$ cat src/rtl/qspi_flash_okuyucu_pkg.sv
// Shared constants and types for the QSPI flash read controller.
package qspi_pkg;

  typedef enum logic [2:0] {
    S_IDLE  = 3'd0,
    S_CMD   = 3'd1,
    S_ADDR  = 3'd2,
    S_DUMMY = 3'd3,
    S_DATA  = 3'd4,
    S_DONE  = 3'd5,
    S_GAP   = 3'd6
  } qspi_state_e;

  localparam logic [2:0] ST_IDLE  = 3'd0;
  localparam logic [2:0] ST_CMD   = 3'd1;
  localparam logic [2:0] ST_ADDR  = 3'd2;
  localparam logic [2:0] ST_DUMMY = 3'd3;
  localparam logic [2:0] ST_DATA  = 3'd4;
  localparam logic [2:0] ST_DONE  = 3'd5;
  localparam logic [2:0] ST_GAP   = 3'd6;

  localparam logic [7:0] QSPI_CMD_QOR = 8'h6B;
  localparam int CMD_BITS     = 8;
  localparam int ADDR_BITS    = 24;
  localparam int DATA_NIBBLES = 8;

  // Flash streams byte 0 first; the bus wants byte 0 in the low lane.
  function automatic logic [31:0] bswap32(input logic [31:0] v);
    return {v[7:0], v[15:8], v[23:16], v[31:24]};
  endfunction

endpackage

$ cat src/rtl/qspi_flash_okuyucu_if.sv
// iomem bus bundle. valid is held by the master until a one-cycle ready
// pulse; rdata is meaningful only during that ready cycle.
interface qspi_flash_okuyucu_if;
  logic        iomem_valid;
  logic        iomem_ready;
  logic [3:0]  iomem_wstrb;
  logic [31:0] iomem_addr;
  logic [31:0] iomem_wdata;
  logic [31:0] iomem_rdata;

  modport master (
    output iomem_valid, iomem_wstrb, iomem_addr, iomem_wdata,
    input  iomem_ready, iomem_rdata
  );

  modport slave (
    input  iomem_valid, iomem_wstrb, iomem_addr, iomem_wdata,
    output iomem_ready, iomem_rdata
  );
endinterface

$ cat src/rtl/qspi_flash_okuyucu_sck.sv
// SPI mode-0 clock generator: half-period of CLK_DIV clk cycles, with strobes
// that mark the clk edge on which sck rises or falls.
module qspi_sck_bolucu #(
  parameter int CLK_DIV = 1
) (
  input  logic clk,
  input  logic reset,
  input  logic en,
  output logic sck,
  output logic rise,
  output logic fall
);
  localparam int CW = (CLK_DIV > 1) ? $clog2(CLK_DIV) : 1;
  localparam logic [CW-1:0] TOP = CW'(CLK_DIV - 1);

  logic [CW-1:0] cnt;
  logic          wrap;

  assign wrap = en && (cnt == TOP);
  assign rise = wrap && !sck;
  assign fall = wrap && sck;

  // Disabling parks sck low and restarts the half-period count.
  always_ff @(posedge clk or posedge reset) begin
    if (reset) begin
      cnt <= '0;
      sck <= 1'b0;
    end else if (!en) begin
      cnt <= '0;
      sck <= 1'b0;
    end else if (wrap) begin
      cnt <= '0;
      sck <= ~sck;
    end else begin
      cnt <= cnt + 1'b1;
    end
  end
endmodule

$ cat src/rtl/qspi_flash_okuyucu.sv
// iomem slave that serves 32-bit reads from QSPI NOR flash using the
// Fast Read Quad Output (0x6B) command; writes are acknowledged and dropped.
module qspi_flash_okuyucu
  import qspi_pkg::*;
#(
  parameter int CLK_DIV   = 1,
  parameter int DUMMY_CYC = 8
) (
  input  logic                  clk,
  input  logic                  reset,
  qspi_flash_okuyucu_if.slave   bus,
  output logic                  spi_cs_o,
  output logic                  spi_sck_o,
  output logic [3:0]            qspi_io_o,
  output logic [3:0]            qspi_io_oe,
  input  logic [3:0]            qspi_io_i,
  output qspi_state_e           state_dbg
);
  localparam logic [15:0] GAP_LAST = 16'(2 * CLK_DIV - 1);

  logic [2:0]  state;
  logic [7:0]  bit_cnt;
  logic [7:0]  phase_last;
  logic [15:0] gap_cnt;
  logic [31:0] sh;
  logic [31:0] nib;
  logic        cs;
  logic        ready;
  logic [31:0] rdata;
  logic        sck_en, sck, sck_rise, sck_fall;
  logic        drive_io0;
  logic        unused_bus_bits;

  assign unused_bus_bits = ^{bus.iomem_wdata, bus.iomem_addr[31:24], bus.iomem_addr[1:0]};

  assign sck_en = (state == ST_CMD) || (state == ST_ADDR) ||
                  (state == ST_DUMMY) || (state == ST_DATA);

  qspi_sck_bolucu #(.CLK_DIV(CLK_DIV)) u_sck (
    .clk   (clk),
    .reset (reset),
    .en    (sck_en),
    .sck   (sck),
    .rise  (sck_rise),
    .fall  (sck_fall)
  );

  always_comb begin
    phase_last = 8'd0;
    case (state)
      ST_CMD:   phase_last = 8'(CMD_BITS - 1);
      ST_ADDR:  phase_last = 8'(ADDR_BITS - 1);
      ST_DUMMY: phase_last = 8'(DUMMY_CYC - 1);
      ST_DATA:  phase_last = 8'(DATA_NIBBLES - 1);
      default:  phase_last = 8'd0;
    endcase
  end

  // ready and rdata default low so both are one-cycle pulses out of DONE entry.
  always_ff @(posedge clk or posedge reset) begin
    if (reset) begin
      state   <= ST_IDLE;
      bit_cnt <= '0;
      gap_cnt <= '0;
      sh      <= '0;
      nib     <= '0;
      cs      <= 1'b1;
      ready   <= 1'b0;
      rdata   <= '0;
    end else begin
      ready <= 1'b0;
      rdata <= '0;
      case (state)
        ST_IDLE: begin
          if (bus.iomem_valid) begin
            if (bus.iomem_wstrb != 4'b0000) begin
              state <= ST_DONE;
              ready <= 1'b1;
            end else begin
              state   <= ST_CMD;
              cs      <= 1'b0;
              sh      <= {QSPI_CMD_QOR, bus.iomem_addr[23:2], 2'b00};
              bit_cnt <= '0;
            end
          end
        end
        ST_CMD, ST_ADDR, ST_DUMMY, ST_DATA: begin
          if (sck_rise && (state == ST_DATA))
            nib <= {nib[27:0], qspi_io_i};
          // Command and address share one shift register; it advances on sck fall.
          if (sck_fall) begin
            sh <= {sh[30:0], 1'b0};
            if (bit_cnt == phase_last) begin
              bit_cnt <= '0;
              case (state)
                ST_CMD:   state <= ST_ADDR;
                ST_ADDR:  state <= ST_DUMMY;
                ST_DUMMY: state <= ST_DATA;
                default: begin
                  state <= ST_DONE;
                  cs    <= 1'b1;
                  ready <= 1'b1;
                  rdata <= bswap32(nib);
                end
              endcase
            end else begin
              bit_cnt <= bit_cnt + 8'd1;
            end
          end
        end
        ST_DONE: begin
          state   <= ST_GAP;
          gap_cnt <= '0;
        end
        ST_GAP: begin
          if (gap_cnt == GAP_LAST) state <= ST_IDLE;
          else                     gap_cnt <= gap_cnt + 16'd1;
        end
        default: state <= ST_IDLE;
      endcase
    end
  end

  assign drive_io0       = (state == ST_CMD) || (state == ST_ADDR);
  assign spi_cs_o        = cs;
  assign spi_sck_o       = sck;
  assign qspi_io_o       = {3'b000, sh[31] & drive_io0};
  assign qspi_io_oe      = drive_io0 ? 4'b0001 : 4'b0000;
  assign bus.iomem_ready = ready;
  assign bus.iomem_rdata = rdata;
  assign state_dbg       = qspi_state_e'(state);
endmodule

$ cat src/flat_wrapper.sv
// flat-port wrapper written by rule: the top's interface ports become plain ports
module qspi_flash_okuyucu_flat import qspi_pkg::*;
#(
  parameter int CLK_DIV   = 1,
  parameter int DUMMY_CYC = 8
)
  (clk, reset, spi_cs_o, spi_sck_o, qspi_io_o, qspi_io_oe, qspi_io_i, state_dbg, bus_iomem_valid, bus_iomem_wstrb, bus_iomem_addr, bus_iomem_wdata, bus_iomem_ready, bus_iomem_rdata);
  qspi_flash_okuyucu_if bus_i ();
  input  logic clk;
  input  logic reset;
  output logic spi_cs_o;
  output logic spi_sck_o;
  output logic [3:0] qspi_io_o;
  output logic [3:0] qspi_io_oe;
  input  logic [3:0] qspi_io_i;
  output qspi_state_e state_dbg;
  input wire logic [$bits(bus_i.iomem_valid)-1:0] bus_iomem_valid;
  input wire logic [$bits(bus_i.iomem_wstrb)-1:0] bus_iomem_wstrb;
  input wire logic [$bits(bus_i.iomem_addr)-1:0] bus_iomem_addr;
  input wire logic [$bits(bus_i.iomem_wdata)-1:0] bus_iomem_wdata;
  output wire logic [$bits(bus_i.iomem_ready)-1:0] bus_iomem_ready;
  output wire logic [$bits(bus_i.iomem_rdata)-1:0] bus_iomem_rdata;
  assign bus_i.iomem_valid = bus_iomem_valid;
  assign bus_i.iomem_wstrb = bus_iomem_wstrb;
  assign bus_i.iomem_addr = bus_iomem_addr;
  assign bus_i.iomem_wdata = bus_iomem_wdata;
  assign bus_iomem_ready = bus_i.iomem_ready;
  assign bus_iomem_rdata = bus_i.iomem_rdata;
  qspi_flash_okuyucu #(.CLK_DIV(CLK_DIV), .DUMMY_CYC(DUMMY_CYC)) u_core (.clk(clk), .reset(reset), .bus(bus_i), .spi_cs_o(spi_cs_o), .spi_sck_o(spi_sck_o), .qspi_io_o(qspi_io_o), .qspi_io_oe(qspi_io_oe), .qspi_io_i(qspi_io_i), .state_dbg(state_dbg));
endmodule
$ cat config.mk
export PLATFORM = sky130hd
export DESIGN_NAME = qspi_flash_okuyucu_flat
export DESIGN_NICKNAME = d
export VERILOG_FILES = /design/src/rtl/qspi_flash_okuyucu_pkg.sv /design/src/rtl/qspi_flash_okuyucu_if.sv /design/src/rtl/qspi_flash_okuyucu_sck.sv /design/src/rtl/qspi_flash_okuyucu.sv /design/src/flat_wrapper.sv
export SDC_FILE = /design/constraint.sdc
export NUM_CORES = 1
export LEC_CHECK = 0
export BUFFER_PORTS_ARGS = -buffer_cell sky130_fd_sc_hd__buf_2
export CAP_MARGIN = 20
export CORE_AREA = 2 2 106 98
export CTS_BUF_LIST = sky130_fd_sc_hd__clkbuf_8
export CTS_CLUSTER_SIZE = 12
export DETAILED_ROUTE_END_ITERATION = 6
export DIE_AREA = 0 0 108 100
export PLACE_DENSITY_LB_ADDON = 0.2
export SYNTH_ARGS = -nofsm -noshare
export SYNTH_HDL_FRONTEND = slang
export SYNTH_SLANG_ARGS = --single-unit
export TNS_END_PERCENT = 100
$ cat constraint.sdc
create_clock -name clk -period 5.5 [get_ports clk]
set_input_delay 1.1 -clock clk [delete_from_list [all_inputs] [get_ports clk]]
set_output_delay 1.1 -clock clk [all_outputs]
set_load 0.005 [all_outputs]
## Word-level counts from Yosys, hierarchy flattened

Index checks and enable logic that the tools add are counted.

| cells by class | value |
|---|---|
| add/sub/neg operators | 3 |
| equal/unequal tests | 16 |
| muxes and demuxes | 40 |
| bitwise gates (word level) | 3 |
| reductions and logical operators | 20 |

Operator list:

| kind | number |
|---|---|
| $mux 32 | 7 |
| $pmux 32 s2 | 1 |
| $mux 8 | 4 |
| $pmux 16 s2 | 1 |
| $add 16x1->16 const B | 1 |
| $eq 16x1->1 const B | 1 |
| $mux 16 | 1 |
| $pmux 8 s2 | 1 |
| $mux 1 | 15 |
| $mux 3 | 5 |
| $pmux 3 s4 | 1 |
| $pmux 5 s2 | 1 |
| $eq 3x3->1 const B | 3 |
| $pmux 3 s3 | 1 |
| $add 8x1->8 const B | 1 |
| $eq 8x5->1 | 1 |
| $ne 2x1->1 const B | 4 |
| $ne 2x2->1 const B | 4 |
| $reduce_and 4->1 | 2 |
| $eq 3x2->1 const B | 2 |
| $reduce_and 6->1 | 1 |
| $reduce_or 3->1 | 2 |
| $logic_and 1x1->1 | 4 |
| $pmux 1 s2 | 2 |
| other kinds (11) | 16 |

| word-level totals | value |
|---|---|
| flip-flop bits (word level) | 127 |
| input port bits | 75 |
| output and inout port bits | 46 |
| logic and storage cells | 92 |

## Longest topological paths before layout

| depth | value |
|---|---|
| depth after elaboration | 8 |
| depth in mapped cells | 9 |
| mapped depth without buffers | 7 |

## Modules after synthesis

Synthesis repeated with hierarchy kept, for this count alone.

| unflattened totals | value |
|---|---|
| cells, all modules | 492 |
| area total of the unflattened synthesis | 5360.1 sq um |

By module, submodules not included:

| module | times used | cells each | area each (sq um) | seq. area each (sq um) |
|---|---|---|---|---|
| qspi_flash_okuyucu | 1 | 484 | 5270.1 | 3079.2 |
| qspi_sck_bolucu | 1 | 8 | 90.1 | 50.0 |

## Least setup slack after synthesis

OpenSTA, ideal clock, no wires.

| timing | value |
|---|---|
| path kind | input port to flip-flop |
| start point | input port bus_iomem_wstrb[1] |
| end point | register u_core.bit_cnt[2] |
| library setup time | 0.121 ns |
| arrival time | 2.564 ns |
| data required time | 5.379 ns |
| slack | 2.815 ns |
| cell stages on the path | 7 |
| path buffers | 2 |
| path through | nor4_2 nor4_1 or4b_1 buf_2 buf_6 o21bai_1 a22o_1 |

| on the way | value |
|---|---|
| word-level cells in the longest chain between the ends | 3 |

RTL lines:

| element | line | text |
|---|---|---|
| from (decl) | flat_wrapper.sv:18 | `input wire logic [$bits(bus_i.iomem_wstrb)-1:0] bus_iomem_wstrb;` |
| $reduce_bool 4->1 | qspi_flash_okuyucu.sv:76 | `if (bus.iomem_wstrb != 4'b0000) begin` |
| $ne 2x2->1 (no line) | n/a |  |
| $reduce_and 4->1 (no line) | n/a |  |
| to (signal assigned) | qspi_flash_okuyucu.sv:107 | `bit_cnt <= bit_cnt + 8'd1;` |
| to (decl) | qspi_flash_okuyucu.sv:22 | `logic [7:0] bit_cnt;` |

Every way passes these cells.
A chain may end at the register's enable or synchronous reset.

## Worst setup path after layout

| timing | value |
|---|---|
| start point | input port bus_iomem_wstrb[1] |
| end point | register u_core.bit_cnt[7] |

Same word-level chain as after synthesis.

==> metrics.md <==
| Metric | Value |
|---|---|
| Residual DRC | 0 |
| Maximum resistive drop on vdd | 0.0002946 V |
| Share of cells above drive strength 1 | 28.21% |
| Status | completed |
| Final hold vios | 0 |
| Mux cell area share after synthesis | 10.94% |
| RSZ-0062 raised after global routing | false |
| Vias | 3501 |
| Largest net degree at the start of global routing | 85 |
| Hold path start | u_core.sh[31] |
| Clock Latency Late Sink | 0.43 ns |
| Post-CTS setup buffer count | 0 |
| 1st-pass router iterations | 4 |
| Xor and xnor area share after synthesis | 2.801% |
| Post-DP HPWL | 6.298 mm |
| Synth Area in Simple Gates | 15.98% |
| Top-level port count | 121 |
| Site Rows | 35 |
| Synth Area in Compound Gates | 7.202% |
| # hold bufs at CTS | 0 |
| Post-DRT Antenna Nets | 0 |
| Clk slew on worst S/H paths | 0.07 ns |
| Post_cts resized | 0 |
| Power Total | 2.860 mW |
| R2r startpoint | u_core.state_dbg[2] |
| Highest clock rate | 0.3448 GHz |
| WP data arrival | 3.22 ns |
| Vias/cell | 5.187 |
| Mean post-synth cell area | 11.53 um^2 |
| First-pass GRT wire length | 16.67 mm |
| WS Path Type | in -> reg |
| Core box area | 0.009853 mm^2 |
| DP Area | 0.005749 mm^2 |
| Post-synth EDFFs | 0 |
| Hold WC Path Type | reg -> reg |
| Final setup TNS | 0 ns |
| PortBufs | 72 |
| Die X | 108 um |
| Largest family of logic cells by synthesized area | simple AND/OR/NAND/NOR gates |
| Yosys cell types | 48 |
| DR iter-0 viols | 164 |
| Initial Util | 53.96% |
| Post-Syn Instances | 461 |
| CTS tree | done |
| Antenna Diode Count | 0 |
| Cts bufs inserted | 17 |
| Req. time, crit path | 5.82 ns |
| Vias in the first global route | 3492 |
| Adder-cell share of the synthesized area | 0.7060% |
| Final WL | 9.575 mm |
| Crit. End Element | register |
| CTS H-tree depth | 4 |
| Ys Warns | 0 |
| Initial antenna violation count | 0 |
| Final Skew | 0.009275 ns |
| Routed wire per std cell | 14.19 um |
| Slew @ Worst Pin | 0.9439 ns |
| Max-cap viol count | 0 |
| Static Leak | 3.111 nW |
| Area Growth Syn to Fin | 15.51% |
| Crit Path Max Fanout | 73 |
| Clk buf depth | 2 |
| Clock Tree Root | clkbuf_8 |
| Post-synthesis sequential area ratio | 58.86% |
| Crit share post-route | 52.74% |
| Final-report max-slew violation count | 0 |
| Post-Syn Area | 0.005316 mm^2 |
| Die ar. | 0.01080 mm^2 |
| Placer Congestion | 0.8138 |
| Min Clock Period, post-route | 2.901 ns |
| Clock tree sinks | 125 |
| Setup violators final | 0 |
| Grt ovf | 0 |
| Total GRT Usage | 20.01% |
| Final Net Count | 611 |
| Startpoint Class | primary input |
| Chip height | 100 um |
| Top_reg_cell synth | dfrtp_1 |
| Final Cell Area | 0.006141 mm^2 |
| Worst Setup SP | bus_iomem_wstrb[1] |
| Post-synthesis register bit count | 125 |
| Slew HR | 36.84% |
| Power per cell area | 465.7 mW/mm^2 |
| FFs w/ async S/R, synth | 100.0% |
[synth_stat cells, drive strengths merged (2+ instances only)]
master,count,area [um^2]
and2,35,219.0
nand3,11,55.05
clkbuf,11,45.04
or3,3,18.77
nor3b,3,22.52
mux2i,21,210.2
ha,3,37.54
nand4,5,31.28
and3,4,25.02
a21o,2,15.01
nand2b,5,31.28
o21ai,41,205.2
nand2,50,187.7
nor4,6,43.79
and4,4,35.03
dfrtp,124,3103
mux2,33,371.6
o21bai,3,22.52
a22o,5,43.79
nor2,30,120.1
inv,3,11.26
or4b,2,20.02
xnor2,5,43.79
a21oi,5,28.78
xor2,12,105.1
buf,20,126.4
nor2b,2,12.51
[stage by stage]
step                      util (%)  hold WS [ns]  cells  setup slack [ns]
after CTS                    62.04        0.4832    674             2.580
after detailed placement     58.35        0.4659    642             2.108
final                        62.32        0.4766    675             2.599
after global placement       58.20        0.4631    641             2.114
after global routing         62.32        0.5170    675             2.446
after floorplan                  -        0.4418    467             1.074
[cells in the final DEF (no fill, tap or decap), types with 3 or more instances in the layout]
cell type,instances
nand2b_1,5
nand3_1,11
or3_1,3
nand4_1,5
and2_1,35
buf_2,72
xnor2_1,4
ha_1,3
nor3b_1,3
o21ai_0,40
and4_1,4
mux2i_1,21
conb_1,7
mux2_2,33
buf_4,4
nand2_1,50
dfrtp_1,124
nor2_1,29
clkbuf_8,20
clkinv_4,4
o21bai_1,3
xor2_1,12
a22o_1,5
nor4_1,5
and3_1,4
a21oi_1,4
clkinvlp_4,3
[power breakdown]
part / internal (mW) / switching (mW)
Clock: 0.349 / 0.368
Combinational: 0.374 / 0.517
Sequential: 1.11 / 0.142
[worst max-delay path, cell delays in order]
cell	delay, ns
buf_2	0.10
nor4_2	0.52
nor4_1	0.08
or4b_2	0.61
buf_4	0.33
a21o_1	0.24
a22o_1	0.22
[cells by family (layout without fill, tap and decap cells)]
group | count (synthesis) | count (layout)
simple gates | 164 | 164
flops | 125 | 125
compound gates | 63 | 63
mux | 54 | 54
buf+inv | 34 | 113
xor+xnor | 17 | 17
fa+ha+maj | 3 | 3
other cells | 1 | 7
[metal layers]
layer	routed length (um)	up-vias	part of all wire, %	track usage, %
met5	0	-	0	0
met4	178	0	1.9	7.988
met3	511	15	5.3	7.013
met2	4572	69	48	31.11
met1	4312	1709	45	25.90
li1	-	1708	-	-
[registers in the layout, summed over array words and instances (netlist names)]
signal                  count
u_core.state_dbg            3
u_core.u_sck.sck            1
u_core.bus.iomem_ready      1
u_core.u_sck.cnt            1
u_core.spi_cs_o             1
u_core.bit_cnt              8
u_core.nib                 32
u_core.sh                  30
u_core.gap_cnt             16
u_core.bus.iomem_rdata     32
[final cells by class]
cell class | instances | area [um^2]
Fill cell | 796 | 3712
Inverter | 3 | 13.76
Clock buffer | 20 | 275.3
Timing Repair Buffer | 78 | 432.9
Multi-Input combinational cell | 308 | 2039
Tap cell | 129 | 161.4
Clock inverter | 12 | 88.84
Sequential cell | 125 | 3129
[path summary, 6_finish.rpt]
check	slack, ns	to	depth (start not counted)
max in group asynchronous	3.81	u_core.gap_cnt[13]	4
max reg2reg	2.88	u_core.bit_cnt[7]	6
max	2.60	u_core.bit_cnt[7]	7
min in group asynchronous	0.54	u_core.bus.iomem_rdata[26]	2
min reg2reg	0.48	u_core.sh[31]	2
min	0.48	u_core.sh[31]	2
Note: power is estimated with default switching activity, not from simulation.
